[config.mk]
export PLATFORM = sky130hd
export DESIGN_NAME = pipelined_add_sub_nbit
export DESIGN_NICKNAME = d
export VERILOG_FILES = /design/src/rtl/pipelined_add_sub_nbit.sv
export SDC_FILE = /design/constraint.sdc
export NUM_CORES = 1
export LEC_CHECK = 0
export CAP_MARGIN = 5
export CORE_MARGIN = 5
export CORE_UTILIZATION = 50
export CTS_CLUSTER_SIZE = 12
export DETAILED_ROUTE_END_ITERATION = 16
export PLACE_DENSITY = 0.78
export REMOVE_ABC_BUFFERS = 1
export SLEW_MARGIN = 20
export SYNTH_ARGS = -nofsm -noshare
export SYNTH_HDL_FRONTEND = slang
export SYNTH_SLANG_ARGS = --single-unit
[constraint.sdc]
create_clock -name clk -period 6.59 [get_ports clk]
set_clock_uncertainty 0.2 [all_clocks]
set_input_delay 1.318 -clock clk [delete_from_list [all_inputs] [get_ports clk]]
set_output_delay 1.318 -clock clk [all_outputs]
set_load 0.01 [all_outputs]
[src/rtl/pipelined_add_sub_nbit.sv]
// Pipelined N-bit adder/subtractor resolving one W-bit chunk per stage.
// Global stall holds every stage while the output waits on the consumer.
module pipelined_add_sub_nbit #(
  parameter int N      = 32,
  parameter int STAGES = 4
) (
  input  logic         clk,
  input  logic         rst_n,
  input  logic         in_valid,
  output logic         in_ready,
  input  logic [N-1:0] A,
  input  logic [N-1:0] B,
  input  logic         Cin,
  input  logic         op,
  output logic         out_valid,
  input  logic         out_ready,
  output logic [N-1:0] S,
  output logic         Cout,
  output logic         Z,
  output logic         Neg,
  output logic         V
);

  if (STAGES < 1 || STAGES > N || (N % STAGES) != 0) begin : g_bad_cfg
    $error("pipelined_add_sub_nbit: N must split evenly into 1..N stages");
  end

  localparam int W = N / STAGES;

  logic [N-1:0] be;
  logic         c0;
  logic         stall;

  logic [N-1:0] r_a [STAGES];
  logic [N-1:0] r_b [STAGES];
  logic [N-1:0] r_s [STAGES];
  logic         r_c [STAGES];
  logic         r_v [STAGES];

  logic [N-1:0] src_a [STAGES];
  logic [N-1:0] src_b [STAGES];
  logic [N-1:0] src_s [STAGES];
  logic         src_c [STAGES];

  logic [W:0]   part  [STAGES];
  logic [N-1:0] nx_s  [STAGES];
  logic         nx_c  [STAGES];

  logic z_r, neg_r, v_r;
  logic z_n, neg_n, v_n;

  assign be    = op ? ~B : B;
  assign c0    = op | Cin;
  assign stall = r_v[STAGES-1] & ~out_ready;

  always_comb begin
    src_a[0] = A;
    src_b[0] = be;
    src_s[0] = '0;
    src_c[0] = c0;
    for (int k = 1; k < STAGES; k++) begin
      src_a[k] = r_a[k-1];
      src_b[k] = r_b[k-1];
      src_s[k] = r_s[k-1];
      src_c[k] = r_c[k-1];
    end
  end

  // Each stage fills in its own chunk; lower chunks ride along untouched.
  always_comb begin
    for (int k = 0; k < STAGES; k++) begin
      part[k] = {1'b0, src_a[k][k*W +: W]}
              + {1'b0, src_b[k][k*W +: W]}
              + {{W{1'b0}}, src_c[k]};
      nx_s[k] = src_s[k];
      nx_s[k][k*W +: W] = part[k][W-1:0];
      nx_c[k] = part[k][W];
    end
  end

  always_comb begin
    z_n   = (nx_s[STAGES-1] == '0);
    neg_n = nx_s[STAGES-1][N-1];
    v_n   = (src_a[STAGES-1][N-1] == src_b[STAGES-1][N-1])
         && (nx_s[STAGES-1][N-1] != src_a[STAGES-1][N-1]);
  end

  always_ff @(posedge clk or negedge rst_n) begin
    if (!rst_n) begin
      for (int k = 0; k < STAGES; k++) begin
        r_a[k] <= '0;
        r_b[k] <= '0;
        r_s[k] <= '0;
        r_c[k] <= 1'b0;
        r_v[k] <= 1'b0;
      end
      z_r   <= 1'b0;
      neg_r <= 1'b0;
      v_r   <= 1'b0;
    end else if (!stall) begin
      r_v[0] <= in_valid;
      for (int k = 1; k < STAGES; k++) begin
        r_v[k] <= r_v[k-1];
      end
      for (int k = 0; k < STAGES; k++) begin
        r_a[k] <= src_a[k];
        r_b[k] <= src_b[k];
        r_s[k] <= nx_s[k];
        r_c[k] <= nx_c[k];
      end
      z_r   <= z_n;
      neg_r <= neg_n;
      v_r   <= v_n;
    end
  end

  assign in_ready  = ~stall;
  assign out_valid = r_v[STAGES-1];
  assign S         = r_s[STAGES-1];
  assign Cout      = r_c[STAGES-1];
  assign Z         = z_r;
  assign Neg       = neg_r;
  assign V         = v_r;

endmodule
==> results of run 1 <==
==> synth_stat cells (2+ instances only) <==
library cell / number / area, µm²
sky130_fd_sc_hd__a211oi_1: 3 / 22.5
sky130_fd_sc_hd__a21o_1: 4 / 30.0
sky130_fd_sc_hd__a21oi_1: 18 / 90.1
sky130_fd_sc_hd__a31oi_1: 4 / 25.0
sky130_fd_sc_hd__and3b_1: 3 / 26.3
sky130_fd_sc_hd__buf_1: 6 / 22.5
sky130_fd_sc_hd__buf_2: 12 / 60.1
sky130_fd_sc_hd__clkbuf_1: 26 / 97.6
sky130_fd_sc_hd__dfrtp_1: 186 / 4650
sky130_fd_sc_hd__fa_1: 8 / 160
sky130_fd_sc_hd__ha_1: 28 / 350
sky130_fd_sc_hd__inv_1: 21 / 78.8
sky130_fd_sc_hd__nand2_1: 423 / 1590
sky130_fd_sc_hd__nand2b_1: 2 / 12.5
sky130_fd_sc_hd__nand4_1: 2 / 12.5
sky130_fd_sc_hd__nor2_1: 28 / 105
sky130_fd_sc_hd__nor2b_1: 3 / 18.8
sky130_fd_sc_hd__nor3_1: 11 / 55.1
sky130_fd_sc_hd__nor4_1: 6 / 37.5
sky130_fd_sc_hd__o211a_1: 2 / 20.0
sky130_fd_sc_hd__o21a_1: 7 / 52.6
sky130_fd_sc_hd__o21ai_0: 48 / 240
sky130_fd_sc_hd__o21bai_1: 5 / 37.5
sky130_fd_sc_hd__o31ai_1: 10 / 75.1
sky130_fd_sc_hd__or3_1: 2 / 12.5
sky130_fd_sc_hd__xnor2_1: 33 / 289
sky130_fd_sc_hd__xor2_1: 13 / 114
==> logic make-up after synthesis <==
family | Yosys count | synth area share
xor gates and xnor gates | 47 | 0.0497
buffers and inverters | 67 | 0.0321
AOI/OAI and AO/OA | 108 | 0.0794
DFF | 186 | 0.552
and+or+nand+nor | 485 | 0.226
adders and majority gates | 36 | 0.0606
==> worst max-delay path, stage by stage <==
cell,delay [ns]
sky130_fd_sc_hd__clkdlybuf4s50_1,0.50
sky130_fd_sc_hd__nor2b_4,0.06
sky130_fd_sc_hd__inv_4,0.50
sky130_fd_sc_hd__clkdlybuf4s50_1,0.66
==> worst paths after layout <==
| kind | endpoint | slack (ns) | depth (start not counted) |
|---|---|---|---|
| worst max-delay path | in_ready | 2.02 | 4 |
| worst min register to register | S[30]$_DFFE_PN0N_ | 0.26 | 2 |
| max in group asynchronous | nx_s[9]$_DFFE_PN0N_ | 4.69 | 2 |
| worst min-delay path | S[30]$_DFFE_PN0N_ | 0.26 | 2 |
| worst max register to register | r_c[1]$_DFFE_PN0N_ | 4.00 | 10 |
| min in group asynchronous | S[29]$_DFFE_PN0N_ | 0.58 | 1 |
==> sequential cells by signal, indices dropped and copies added, names as in the netlist <==
register,cells
Z,1
r_a,48
Cout,1
r_v,3
S,32
nx_s,48
out_valid,1
r_c,3
V,1
r_b,48
==> cell type report <==
cell class	instances	area [µm²]	share of cell area
clock buffer	24	502	0.0486
clock inverter	7	160	0.0155
inverter	22	85.1	0.00824
multi-input combinational	676	3510	0.340
sequential	186	4650	0.451
tap	220	275	0.0266
timing repair buffer	112	1140	0.110
==> layer usage <==
metal,GRT usage,vias to the layer above,wire (µm)
met5,0,-,0
met4,0.0413,0,121
met3,0.0480,10,734
met2,0.296,100,8420
met1,0.241,2969,7600
li1,-,3121,-
==> stage by stage <==
step                      TNS, ns  cells   util
after CTS                       0   1246  0.621
final                           0   1247  0.623
after floorplan           -993.70    884      -
after detailed placement        0   1215  0.581
after global routing            0   1247  0.623
after global placement          0   1215  0.581
==> placed cells by master (no fill, tap or decap), types with 2 or more instances in the layout <==
cell type / n
sky130_fd_sc_hd__nand2_1: 423
sky130_fd_sc_hd__dfrtp_1: 186
sky130_fd_sc_hd__clkdlybuf4s50_1: 105
sky130_fd_sc_hd__o21ai_0: 48
sky130_fd_sc_hd__xnor2_1: 33
sky130_fd_sc_hd__nor2_1: 28
sky130_fd_sc_hd__ha_1: 28
sky130_fd_sc_hd__inv_1: 21
sky130_fd_sc_hd__a21oi_1: 18
sky130_fd_sc_hd__clkbuf_16: 17
sky130_fd_sc_hd__xor2_1: 13
sky130_fd_sc_hd__nor3_1: 11
sky130_fd_sc_hd__o31ai_1: 10
sky130_fd_sc_hd__fa_1: 8
sky130_fd_sc_hd__o21a_1: 7
sky130_fd_sc_hd__nor4_1: 6
sky130_fd_sc_hd__o21bai_1: 5
sky130_fd_sc_hd__clkbuf_8: 5
sky130_fd_sc_hd__bufinv_16: 5
sky130_fd_sc_hd__a21o_1: 4
sky130_fd_sc_hd__a31oi_1: 4
sky130_fd_sc_hd__a211oi_1: 3
sky130_fd_sc_hd__and3b_1: 3
sky130_fd_sc_hd__buf_4: 3
sky130_fd_sc_hd__nand2b_1: 2
sky130_fd_sc_hd__nor2b_1: 2
sky130_fd_sc_hd__nand4_1: 2
sky130_fd_sc_hd__or3_1: 2
sky130_fd_sc_hd__o211a_1: 2
sky130_fd_sc_hd__clkinv_2: 2
sky130_fd_sc_hd__clkbuf_1: 2
==> report_power, final <==
group          internal (W)  switching (W)
logic              0.000845        0.00101
registers           0.00165       0.000316
clock network      0.000721       0.000403
total               0.00322        0.00172
==> implementation parameters, run 1 <==
Parameter                              Value

Status
  Status    finished clean

Clock tree
  Clock buffer count from CTS    17
  Buffer cell driving the clock tree root    sky130_fd_sc_hd__clkbuf_16
  Worst skew pair latency    0.42 ns
  CTS tree    yes
  Count of instances resized after the clock tree is built    0
  Worst-case clock buffer depth    2
  Setup Fix Bufs, Post-CTS    0
  Number of hold buffers added after CTS    0
  Max H-tree Level    4
  Clock input transition at the sequential cells of the worst setup and hold paths    0.06 ns
  Number of clock sinks    186

Floorplanning
  Height of the die    140 µm
  Placeable core region    16600 µm²
  Die X    140 µm
  Number of standard-cell rows in the floorplan    47
  Effective utilization at floorplan    0.508
  IO Pins    108
  Die Footprint    19600 µm²

Logic synthesis
  Top flip-flop cell by instance count after synthesis    sky130_fd_sc_hd__dfrtp_1
  Count of flip-flops with a built-in enable after synthesis    0
  Flip-flop and latch count after synthesis    186
  Share of flip-flops with an asynchronous set or reset after synthesis    1.00
  Sequential cell area fraction in the yosys report    0.552
  Number of warnings printed during yosys synthesis    0
  Synth Cell Area    8430 µm²
  Mean area per synthesized cell    9.07 µm²
  Number of instances in the synthesized netlist    929
  Synth unique cells    42

Route
  Average vias per placed instance    4.97
  Average routed wire per standard cell    13.5 µm
  Number of search-and-repair iterations in the first detailed-routing pass    4
  Number of violations reported at the end of detailed-routing iteration 0    412
  Number of vias after detailed routing    6200
  DR DRC count    0
  Post-route ant nets    0
  Total routed wirelength    16.9 mm

Setup path
  Startpoint-to-endpoint class of the critical path    in2out
  CP max FO    75
  Startpoint Class    primary input
  Endpoint arrival time on the critical path    3.05 ns
  Startpoint of the worst setup timing path    out_ready
  Data required time of the worst path    5.07 ns
  Crit. End Element    primary output
  Source of the worst register-to-register timing path    r_a[80]$_DFFE_PN0N_

Worst hold path
  Hold Path Origin    S[30]$_DFFE_PN0N_
  Hold Crit Class    reg2reg

Pwr
  Final total power    0.00494 W
  VDD IR-drop max    0.392 mV
  Lkg Pwr    5.02 nW
  Pwr per Cell Area    478 nW/µm²

Placement
  GP Congestion    0.865
  Worst Setup Slack post-DPL    1.99 ns
  Area after DPL    9640 µm²
  Total of buffers placed on input and output ports    107
  Post-DP HPWL    11.0 mm

Global route
  Maximum number of pins on one net before global-route repair    211
  First-pass GRT wire length    29.0 mm
  Initial antenna violation count    0
  Vias in the first global route    6190
  Residual overflow from global routing    0
  GRT Overall Usage    0.180

Layout
  Post-synthesis to final-layout area growth    22.5%
  Nets@finish    1121
  Non-Filler Cell Area, Final    10300 µm²
  Number of inserted diodes    0
  Filler instances    1422
  Share of post-route cells with drive strength above 1    0.0419

STA
  Number of slew-limit violations in the final report    0
  Count of endpoints failing setup in the final report    0
  Max_slew headroom    0.420
  Slew of the pin with the lowest slew margin    0.870 ns
  Tcrit/Tclk final    0.693
  Final setup margin    2.02 ns
  Achievable Freq    219 MHz
  Worst hold margin    0.264 ns
  RSZ-0062 raised after global routing    no
  Final number of hold-violating endpoints    0
  Post-layout min period    4.57 ns

Flow run
  Max Cap Viol    0
Note: power is estimated with default switching activity, not from simulation.
==> run 2: changes to the inputs <==
PLACE_DENSITY = 0.81   (was 0.78)
clock period = 3.9 ns   (was 6.59 ns; I/O delays follow)
==> implementation parameters, run 2 (synthesis gave the netlist of run 1 again) <==
Parameter                              Value

STA
  Slew of the pin with the lowest slew margin    0.900 ns
  Final setup margin    0.665 ns
  Max_slew headroom    0.400
  Final number of hold-violating endpoints    0
  Tcrit/Tclk final    0.830
  Total Neg Setup Slack    0 ns
  Number of slew-limit violations in the final report    0
  Count of endpoints failing setup in the final report    0
  RSZ-0062 raised after global routing    no
  Post-layout min period    3.24 ns
  Achievable Freq    309 MHz

Floorplanning
  Height of the die    140 µm
  Die Footprint    19600 µm²
  Effective utilization at floorplan    0.508
  Number of standard-cell rows in the floorplan    47
  IO Pins    108
  Die X    140 µm
  Placeable core region    16600 µm²

Pwr
  Final total power    0.00818 W
  Sequential power share    0.404
  Pwr per Cell Area    797 nW/µm²
  Internal power component    0.00528 W
  VDD IR-drop max    0.660 mV
  Lkg Pwr    4.99 nW
  Clk network pwr share    0.212
  Comb power frac    0.384
  Switching part of the total power    0.355
  Switching power summed over all nets    0.00291 W

Setup path
  Source of the worst register-to-register timing path    r_a[80]$_DFFE_PN0N_
  Crit. End Element    flop
  Startpoint-to-endpoint class of the critical path    in2reg
  Buffers & Inverters on Critical Path    1
  Startpoint of the worst setup timing path    Cin
  Critical path's top delay family    adder cells
  Endpoint arrival time on the critical path    3.31 ns
  Highest-delay cell along the critical path    sky130_fd_sc_hd__fa_1
  Largest stage delay, worst path    0.43 ns
  Startpoint Class    primary input
  CP max FO    3
  Cell chain of the critical path    clkdlybuf4s50_1, or2_2, fa_1, fa_1, a21o_1, a21oi_1, o21ai_0, and3b_1, o21ai_0, a31oi_1
  Data required time of the worst path    3.97 ns

Global route
  GRT Overall Usage    0.174
  First-pass GRT wire length    28.1 mm
  Initial antenna violation count    0
  Maximum number of pins on one net before global-route repair    211
  Residual overflow from global routing    0
  Vias in the first global route    5915

Placement
  Total of buffers placed on input and output ports    107
  GP Congestion    0.835
  Worst Setup Slack post-DPL    0.252 ns
  Post-DP HPWL    10.9 mm

Clock tree
  Buffer cell driving the clock tree root    sky130_fd_sc_hd__clkbuf_16
  Number of clock sinks    186
  Count of instances resized after the clock tree is built    0
  Setup Fix Bufs, Post-CTS    0
  Max H-tree Level    4
  Worst skew pair latency    0.42 ns
  Number of hold buffers added after CTS    0
  Clock input transition at the sequential cells of the worst setup and hold paths    0.07 ns
  CTS tree    yes
  Worst-case clock buffer depth    2
  Clock buffer count from CTS    17

Route
  Average routed wire per standard cell    13.4 µm
  DR DRC count    0
  Post-route ant nets    0
  Number of vias after detailed routing    6169
  Number of violations reported at the end of detailed-routing iteration 0    354
  Average vias per placed instance    4.95
  Total routed wirelength    16.7 mm
  Number of search-and-repair iterations in the first detailed-routing pass    5

Layout
  Filler instances    1457
  Number of inserted diodes    0
  Post-synthesis to final-layout area growth    21.8%
  Sequential Area    4650 µm²
  Most frequent cells in the layout    sky130_fd_sc_hd__nand2_1 (423), sky130_fd_sc_hd__dfrtp_1 (186), sky130_fd_sc_hd__clkdlybuf4s50_1 (105)
  Share of post-route cells with drive strength above 1    0.0409
  Most common cell after layout, fill and taps aside    sky130_fd_sc_hd__nand2_1
  Area taken by multi-input logic gates    3510 µm²
  Nets@finish    1122

Status
  Status    finished clean

Worst hold path
  Hold Crit Class    in2async

Flow run
  Max Cap Viol    0
-- run 2: cell types whose count changed in the layout (fill, tap and decap cells not counted), sizes merged --
cell / previous run / this run
clkbuf: 24 / 23
clkinv: 2 / 4
bufinv: 5 / 3
-- run 2: cell type report --
type / count / area share
Multi-Input combinational cell: 676 / 0.342
Timing Repair Buffer: 113 / 0.112
Sequential cell: 186 / 0.453
Clock inverter: 7 / 0.0115
Inverter: 22 / 0.00828
Tap cell: 220 / 0.0268
Clock buffer: 22 / 0.0462
-- run 2: path summary, 6_finish.rpt --
| check | end | slack (ns) | depth (start not counted) |
|---|---|---|---|
| worst max-delay path | r_c[3]$_DFFE_PN0N_ | 0.66 | 10 |
| worst min-delay path | r_b[59]$_DFFE_PN0N_ | 0.19 | 1 |
| worst max register to register | r_c[1]$_DFFE_PN0N_ | 1.32 | 10 |
| worst min register to register | out_valid$_DFFE_PN0N_ | 0.26 | 1 |
| max in group asynchronous | r_a[84]$_DFFE_PN0N_ | 2.50 | 2 |
| min in group clk | out_valid$_DFFE_PN0N_ | 0.26 | 1 |
-- run 2: power by group through the flow --
stage	Sequential, W	Clock (W)	Combinational, W
2_1_floorplan	0.00329	0	0.00217
4_1_cts	0.00331	0.00177	0.00320
6_report	0.00331	0.00174	0.00314
3_3_place_gp	0.00331	0	0.00304
5_1_grt	0.00341	0.00185	0.00361
3_5_place_dp	0.00334	0	0.00316
-- run 2: per-layer routing --
metal  routed length (µm)  GRT usage
met3                  781     0.0422
met5                    0          0
met2                 7690      0.271
met4                  291     0.0627
met1                 7900      0.240
-- run 2: stage by stage --
stage	instances	instance area, µm²	hold WS [ns]	util
after floorplan	884	8240	0.230	-
after global placement	1217	9680	0.240	0.584
after detailed placement	1217	9680	0.253	0.584
after CTS	1246	10300	0.221	0.619
after global routing	1246	10300	0.245	0.619
final	1246	10300	0.191	0.619
==> run 3: changes to the inputs <==
PLACE_DENSITY = 0.78   (was 0.81)
clock period = 3.3 ns   (was 3.9 ns; I/O delays follow)
==> implementation parameters, run 3 (synthesis gave the netlist of run 1 again) <==
Parameter                              Value

Route
  Post-route ant nets    0
  Average vias per placed instance    4.96
  Number of vias after detailed routing    6222
  Number of violations reported at the end of detailed-routing iteration 0    322
  Average routed wire per standard cell    13.3 µm
  Number of search-and-repair iterations in the first detailed-routing pass    4
  Total routed wirelength    16.7 mm
  DR DRC count    0

STA
  Tcrit/Tclk final    0.939
  Max_slew headroom    0.457
  Final setup margin    0.200 ns
  Final number of hold-violating endpoints    0
  Post-layout min period    3.10 ns
  Count of endpoints failing setup in the final report    0
  Total Neg Setup Slack    0 ns
  Worst hold margin    0.0246 ns
  Number of slew-limit violations in the final report    0
  Achievable Freq    323 MHz
  Slew of the pin with the lowest slew margin    0.815 ns
  RSZ-0062 raised after global routing    no

Floorplanning
  Effective utilization at floorplan    0.508
  Placeable core region    16600 µm²
  Height of the die    140 µm
  Number of standard-cell rows in the floorplan    47
  Die Footprint    19600 µm²
  Die X    140 µm
  IO Pins    108

Pwr
  Comb power frac    0.376
  Internal power component    0.00631 W
  Switching power summed over all nets    0.00348 W
  Pwr per Cell Area    946 nW/µm²
  Clk network pwr share    0.223
  Sequential power share    0.401
  Switching part of the total power    0.356
  VDD IR-drop max    0.809 mV
  Lkg Pwr    5.04 nW

Worst hold path
  Hold Crit Class    in2async

Setup path
  CP max FO    3
  Endpoint arrival time on the critical path    3.18 ns
  Crit. End Element    flop
  Cell count of the worst reg-to-reg path    10
  Highest-delay cell along the critical path    sky130_fd_sc_hd__fa_1
  R2r setup slk    0.75 ns
  Startpoint of the worst setup timing path    Cin
  Startpoint-to-endpoint class of the critical path    in2reg
  Cell chain of the critical path    clkdlybuf4s50_1, or2_2, fa_1, fa_1, a21o_1, a21oi_1, o21ai_0, and3b_1, o21ai_0, a31oi_1
  Endpoint of the worst setup timing path    r_c[3]$_DFFE_PN0N_
  Worst reg2reg path endpoint    r_c[1]$_DFFE_PN0N_
  Largest stage delay, worst path    0.44 ns
  Data required time of the worst path    3.38 ns
  Startpoint Class    primary input
  Source of the worst register-to-register timing path    r_a[80]$_DFFE_PN0N_

Global route
  GRT Overall Usage    0.177
  Met2 routing resource usage after global routing    0.291
  Maximum number of pins on one net before global-route repair    162
  First-pass GRT wire length    28.6 mm
  Fraction of met3 tracks used by global routing    0.0429
  Residual overflow from global routing    0
  Vias in the first global route    6055
  GRT busiest layer    met2
  M1 GR Usage    0.236
  Initial antenna violation count    0

Status
  Status    finished clean

Layout
  Most common cell after layout, fill and taps aside    sky130_fd_sc_hd__nand2_1
  Non-Filler Cell Area, Final    10400 µm²
  Share of post-route cells with drive strength above 1    0.0503
  Post-synthesis to final-layout area growth    22.9%
  Most frequent cells in the layout    sky130_fd_sc_hd__nand2_1 (423), sky130_fd_sc_hd__dfrtp_1 (186), sky130_fd_sc_hd__clkdlybuf4s50_1 (105)
  Final core area utilization    0.625
  Number of inserted diodes    0
  Nets@finish    1127

Clock tree
  Setup Fix Bufs, Post-CTS    0
  Number of clock sinks    186
  Max H-tree Level    4
  Clock input transition at the sequential cells of the worst setup and hold paths    0.07 ns
  Count of instances resized after the clock tree is built    0
  CTS tree    yes
  Clock buffer count from CTS    17
  Worst skew pair latency    0.42 ns
  Buffer cell driving the clock tree root    sky130_fd_sc_hd__clkbuf_16
  Worst-case clock buffer depth    2
  Number of hold buffers added after CTS    0

Placement
  GP Congestion    0.818
  Worst Setup Slack post-DPL    -0.200 ns
  Post-DP HPWL    11.3 mm
  Total of buffers placed on input and output ports    107
  Area after DPL    9720 µm²

Flow run
  Max Cap Viol    0
[run 3: cell count changes in the layout (fill, tap and decap cells not counted), sizes merged]
cell,before,now
inv,22,25
clkinvlp,0,2
bufinv,3,4
buf,7,12
clkbuf,23,20
[run 3: power groups by stage]
stage	registers [W]	clock network (W)	logic, W
floorplan	0.00389	0	0.00257
global placement	0.00393	0	0.00359
detailed placement	0.00396	0	0.00372
CTS	0.00393	0.00222	0.00375
global route	0.00405	0.00232	0.00421
finish	0.00392	0.00219	0.00369
[run 3: how the worst min path moves through the flow]
stage                     endpoint  slack [ns]
2_1_floorplan     Cout$_DFFE_PN0N_        0.16
3_3_place_gp    r_v[1]$_DFFE_PN0N_        0.24
3_5_place_dp    r_v[1]$_DFFE_PN0N_        0.25
4_1_cts        r_b[60]$_DFFE_PN0N_        0.05
5_1_grt              Z$_DFFE_PN0N_        0.07
6_report             Z$_DFFE_PN0N_        0.02
[run 3: final cells by class]
class	instances	area, µm²
Fill cell	1431	6220
Sequential cell	186	4650
Multi-Input combinational cell	676	3510
Timing Repair Buffer	118	1190
Clock buffer	19	453
Tap cell	220	275
Clock inverter	13	189
Inverter	22	85.1
[run 3: stage by stage]
| step | power, W | instances |
|---|---|---|
| 3_3_place_gp | 0.00752 | 1222 |
| 2_1_floorplan | 0.00646 | 884 |
| 4_1_cts | 0.00990 | 1254 |
| 5_1_grt | 0.0106 | 1254 |
| 6_report | 0.00980 | 1254 |
| 3_5_place_dp | 0.00768 | 1222 |
[run 3: per-layer routing]
metal  share of wire  vias to the layer above
li1                -                     3137
met1            0.46                     2932
met2            0.47                      126
met3           0.051                       27
met4           0.016                        0
met5               0                        -
[run 3: worst max-delay path, delay by kind of cell]
family	cells	cell delay, ns
simple gates	2	0.48
buf+inv	1	0.40
compound gates	5	0.78
fa+ha+maj	2	0.85
